<file path="config.mk">
export PLATFORM = sky130hd
export DESIGN_NAME = divider
export DESIGN_NICKNAME = d
export VERILOG_FILES = /design/src/rtl/rv32imc_types.sv /design/src/rtl/divider_step.sv /design/src/rtl/divider.sv
export SDC_FILE = /design/constraint.sdc
export NUM_CORES = 1
export LEC_CHECK = 0
export BUFFER_PORTS_ARGS = -buffer_cell sky130_fd_sc_hd__buf_4
export CORE_MARGIN = 2
export CORE_UTILIZATION = 60
export DETAILED_ROUTE_END_ITERATION = 8
export PLACE_DENSITY = 0.91
export SETUP_SLACK_MARGIN = 0.02
export SLEW_MARGIN = 20
export SYNTH_ARGS = -nofsm -noshare
export SYNTH_HDL_FRONTEND = slang
export SYNTH_HIERARCHICAL = 1
export SYNTH_SLANG_ARGS = --single-unit
</file>
<file path="constraint.sdc">
create_clock -name clk -period 11.9 [get_ports clk]
set_input_delay 1.785 -clock clk [delete_from_list [all_inputs] [get_ports clk]]
set_output_delay 1.785 -clock clk [all_outputs]
set_load 0.01 [all_outputs]
</file>
<file path="src/rtl/rv32imc_types.sv">
// Shared RV32IMC execute-stage types: divider op codes, divider FSM states
// and small helpers used by the divide unit.
package rv32imc_types;

   // Divide ops as the low two funct3 bits; funct3[2]=1 marks a divide.
   typedef enum logic [1:0] {
      DIV_DIV  = 2'b00,
      DIV_DIVU = 2'b01,
      DIV_REM  = 2'b10,
      DIV_REMU = 2'b11
   } div_op_e;

   typedef enum logic [1:0] {
      DIV_IDLE = 2'b00,
      DIV_CALC = 2'b01,
      DIV_DONE = 2'b10
   } div_state_e;

   localparam logic [31:0] INT_MIN = 32'h8000_0000;

   // Two's complement magnitude; -2^31 maps to 0x80000000 as an unsigned value.
   function automatic logic [31:0] abs32(input logic [31:0] x);
      return x[31] ? (32'd0 - x) : x;
   endfunction

   // div/rem are signed (funct3[0]=0), divu/remu unsigned.
   function automatic logic op_signed(input logic [1:0] op);
      return ~op[0];
   endfunction

   // rem/remu select the remainder (funct3[1]=1).
   function automatic logic op_rem(input logic [1:0] op);
      return op[1];
   endfunction

endpackage

</file>
<file path="src/rtl/divider_step.sv">
// One restoring-division step: shifts RADIX_BITS dividend bits into the
// partial remainder, retiring one quotient bit per trial subtraction.
module divider_step #(
   parameter int RADIX_BITS = 1
) (
   input  logic [32:0]           rem_in,
   input  logic [31:0]           divisor,
   input  logic [RADIX_BITS-1:0] bits_in,
   output logic [32:0]           rem_out,
   output logic [RADIX_BITS-1:0] q_out
);

   logic [32:0] r;
   logic [32:0] diff;

   // Unrolled shift/compare/subtract chain, MSB quotient bit first.
   // The partial remainder stays below the divisor, so after the shift it
   // fits in 33 bits and diff[32] is a clean borrow flag.
   always_comb begin
      r     = rem_in;
      diff  = '0;
      q_out = '0;
      for (int i = RADIX_BITS - 1; i >= 0; i--) begin
         r    = {r[31:0], bits_in[i]};
         diff = r - {1'b0, divisor};
         if (!diff[32]) begin
            r        = diff;
            q_out[i] = 1'b1;
         end
      end
      rem_out = r;
   end

endmodule

</file>
<file path="src/rtl/divider.sv">
// Iterative RV32M divide/remainder unit (DIV, DIVU, REM, REMU) for EX.
// Restoring radix-2^RADIX_BITS on operand magnitudes; divide-by-zero and
// signed overflow finish in one cycle. RADIX_BITS must be 1, 2 or 4.
module divider
   import rv32imc_types::*;
#(
   parameter int RADIX_BITS = 1
) (
   input  logic        clk,
   input  logic        rst,
   input  logic [31:0] a,
   input  logic [31:0] b,
   input  logic        start,
   input  logic [2:0]  div_op,
   input  logic        kill,
   output logic [31:0] div_out,
   output logic        div_stall
);

   localparam int          N    = 32 / RADIX_BITS;
   localparam logic [4:0]  LAST = 5'(N - 1);

   div_state_e             state;
   div_op_e                op;
   logic [31:0]            quo;     // dividend bits shift out, quotient bits shift in
   logic [31:0]            dvs;
   logic [32:0]            rem;
   logic [4:0]             cnt;
   logic                   neg_q;
   logic                   neg_r;

   logic                   go;
   logic                   sgn_in;
   logic                   ovf_in;
   logic [31:0]            a_mag;
   logic [31:0]            b_mag;
   logic [32:0]            step_rem;
   logic [RADIX_BITS-1:0]  step_q;
   logic [31:0]            raw_q;
   logic [31:0]            fin_q;
   logic [31:0]            fin_r;

   // Capture decode: a divide request in IDLE that kill does not cancel.
   assign go     = (state == DIV_IDLE) & start & div_op[2] & ~kill;
   assign sgn_in = op_signed(div_op[1:0]);
   assign ovf_in = sgn_in & (a == INT_MIN) & (b == 32'hFFFF_FFFF);
   assign a_mag  = sgn_in ? abs32(a) : a;
   assign b_mag  = sgn_in ? abs32(b) : b;

   // Stall holds EX while a request is being accepted or iterating; kill
   // and reset release the pipe immediately.
   assign div_stall = rst & ~kill &
                      (((state == DIV_IDLE) & start & div_op[2]) | (state == DIV_CALC));

   divider_step #(.RADIX_BITS(RADIX_BITS)) u_step (
      .rem_in  (rem),
      .divisor (dvs),
      .bits_in (quo[31 -: RADIX_BITS]),
      .rem_out (step_rem),
      .q_out   (step_q)
   );

   // Final-step results with sign correction applied.
   assign raw_q = {quo[31-RADIX_BITS:0], step_q};
   assign fin_q = neg_q ? (32'd0 - raw_q) : raw_q;
   assign fin_r = neg_r ? (32'd0 - step_rem[31:0]) : step_rem[31:0];

   // Divider FSM: capture in IDLE, iterate in CALC, present result in DONE.
   always_ff @(posedge clk or negedge rst) begin
      if (!rst) begin
         state   <= DIV_IDLE;
         op      <= DIV_DIV;
         quo     <= '0;
         dvs     <= '0;
         rem     <= '0;
         cnt     <= '0;
         neg_q   <= 1'b0;
         neg_r   <= 1'b0;
         div_out <= '0;
      end else begin
         case (state)
            DIV_IDLE: begin
               if (go) begin
                  op    <= div_op_e'(div_op[1:0]);
                  neg_q <= sgn_in & (a[31] ^ b[31]);
                  neg_r <= sgn_in & a[31];
                  quo   <= a_mag;
                  dvs   <= b_mag;
                  rem   <= '0;
                  cnt   <= '0;
                  if (b == 32'd0) begin
                     div_out <= div_op[1] ? a : 32'hFFFF_FFFF;
                     state   <= DIV_DONE;
                  end else if (ovf_in) begin
                     div_out <= div_op[1] ? 32'd0 : INT_MIN;
                     state   <= DIV_DONE;
                  end else begin
                     state   <= DIV_CALC;
                  end
               end
            end
            DIV_CALC: begin
               if (kill) begin
                  state <= DIV_IDLE;
               end else begin
                  quo <= raw_q;
                  rem <= step_rem;
                  cnt <= cnt + 5'd1;
                  if (cnt == LAST) begin
                     div_out <= op_rem(op) ? fin_r : fin_q;
                     state   <= DIV_DONE;
                  end
               end
            end
            DIV_DONE: begin
               div_out <= '0;
               state   <= DIV_IDLE;
            end
            default: state <= DIV_IDLE;
         endcase
      end
   end

endmodule

</file>
==> impl_metrics.py <==
metrics = {
    "status": {
        "outcome": "finished, final reports clean",
    },
    "setup_path": {
        "cp_slowest_cell": "or4_4",
        "critPathMaxFanout": 44,
        "path_class": "reg2reg",
        "end_kind": "register",
        "cp_slowest_stage_delay_ns": 0.67,
        "worstPathCellList": "inv_1, ha_1, fa_1, or2b_1, a21oi_1, o21bai_2, a21oi_2, o2111ai_1, a311o_1, o211ai_1, ha_1, buf_4, mux2_2, or4_1, or4_4, or4_1, a2111oi_0, a21boi_1, o22a_1",
        "required_ns": 12.28,
        "arrival_ns": 6.60,
        "cp-start-kind": "register",
    },
    "synthesis": {
        "synthesis.area_mm2": 0.0114,
        "ys_warn_count": 6,
        "syn_inst": 1391,
        "postSynthAreaPerCell_um2": 8.21,
        "syn_nets": 1506,
    },
    "clock_tree": {
        "cts_resized": 0,
        "post-cts-setup-buffers": 0,
        "clk_pin_slew_worst_paths_ns": 0.07,
        "cts_tree": "done",
        "ctsLongestPathBuffers": 2,
        "worst_skew_pair.late_latency_ns": 0.44,
        "cts_buffers": 17,
        "clock-sinks": 138,
        "cts_hold_buf": 0,
        "htreeDepth": 4,
        "clockRootBuffer": "clkbuf_16",
    },
    "route": {
        "wire_per_inst_um": 21.9,
        "vias": 11800,
        "ant_nets": 0,
        "drtIter0Drc": 1648,
        "drc": 0,
        "wirelength_mm": 36.9,
        "drt_pass1_iterations": 6,
        "viasPerCell": 7.01,
    },
    "timing": {
        "slew_headroom_pct": 23.5,
        "hold_viol": 0,
        "period_share_pct": 52.3,
        "fmax_mhz": 161,
        "worst-slew-pin-transition_ns": 1.14,
        "slew_viol_final": 0,
        "rsz0062_at_grt": "no",
        "min_period_ns": 6.22,
        "setup_violations": 0,
        "setup_tns_ns": 0,
        "worst_hold_slack_ns": 0.482,
        "fin_skew_ns": 0.00808,
    },
    "floorplan": {
        "coreArea_mm2": 0.0187,
        "die_h_um": 142,
        "die_area_mm2": 0.0201,
        "start_util_pct": 61.0,
        "row_count": 50,
        "die_x_um": 142,
        "pin_count": 104,
    },
    "power_and_ir_drop": {
        "sw_frac_of_total_pct": 46.5,
        "seqPwrFrac_pct": 28.7,
        "switching_power_mw": 1.38,
        "p_int_mw": 1.58,
        "vdd_drop_max_v": 0.000174,
        "p_leak_nw": 5.48,
        "power_frac_comb_pct": 52.8,
        "power.density_mw_per_mm2": 231,
        "pwr-share-clk_pct": 18.5,
    },
    "global_route": {
        "antenna_found_initial": 1,
        "grt_first_pass_wirelength_mm": 58.6,
        "grt_max_degree": 81,
        "grt-ovfl-total": 0,
        "grtUsageTotal_pct": 37.1,
        "grt_pass1_vias": 10900,
    },
    "finish": {
        "nNetsFinal": 1553,
        "final_cell_mix": "141 x o21ai_0, 141 x nand2_1, 138 x dfrtp_1, 115 x buf_4, 95 x nor2_1",
        "fin_util_pct": 68.6,
        "area_growth_pct": 12.4,
        "drive_gt1_share_pct": 13.8,
        "fin_cells": 1686,
    },
    "placement": {
        "dpl.hpwl_mm": 26.5,
        "placedCellCount": 1653,
        "io_buffers": 103,
        "place_congestion": 0.997,
    },
    "hold_path": {
        "hp-class": "reg2reg",
    },
    "flow_run": {
        "drv_cap": 0,
    },
}
final timing paths:
kind | startpoint | end | slack (ns) | cells past startpoint
worst max-delay path | quo[31] | div_out[31] | 5.68 | 19
worst min-delay path | dvs[21] | dvs[21] | 0.48 | 2
worst max register to register | quo[31] | div_out[31] | 5.68 | 19
worst min register to register | dvs[21] | dvs[21] | 0.48 | 2
max in group asynchronous | rst | rem[6] | 9.59 | 2
min in group asynchronous | rst | dvs[23] | 1.19 | 1
stage by stage:
step / total power, mW / setup WS (ns) / cell area (um^2)
after CTS: 2.91 / 5.78 / 12800
after global placement: 2.29 / 5.99 / 12200
after detailed placement: 2.34 / 5.82 / 12200
after floorplan: 1.90 / 6.27 / 11400
final: 2.96 / 5.68 / 12800
after global routing: 3.14 / 5.32 / 12800
state kept, by name (all words and copies together) (netlist names):
name,flops
cnt,5
div_out,32
dvs,32
neg_q,1
neg_r,1
op,1
quo,32
rem,32
state,2
metal layers:
layer	up-vias	part of all wire (%)	track usage (%)	routed length, um
met1	5657	40	51.7	14600
met4	0	4.7	16.6	1750
li1	5216	-	-	-
met2	804	43	54.7	16000
met5	-	0	0	0
met3	141	12	9.35	4460
power by group through the flow:
stage | clock [mW] | combinational (mW) | sequential [mW]
2_1_floorplan | 0 | 1.12 | 0.776
3_3_place_gp | 0 | 1.46 | 0.830
3_5_place_dp | 0 | 1.50 | 0.841
4_1_cts | 0.547 | 1.52 | 0.838
5_1_grt | 0.571 | 1.70 | 0.866
6_report | 0.548 | 1.56 | 0.851
critical path: cells and delay by family, from the launching register on:
kind | cells | cell delay (ns)
flip-flops | 1 | 0.36
adder cells (fa/ha/maj) | 3 | 0.77
multiplexers | 1 | 0.44
AO/OA/AOI/OAI | 9 | 1.96
buffers and inverters | 2 | 0.51
AND/OR/NAND/NOR | 4 | 2.10
area by class of cell:
class / instances / area [um^2]
multi-input combinational: 1109 / 7390
fill: 1429 / 5880
sequential: 138 / 3450
timing repair buffer: 116 / 875
clock buffer: 22 / 484
tap: 234 / 293
inverter: 56 / 210
clock inverter: 10 / 116
antenna: 1 / 2.50
(Power assumes the default switching activity.)
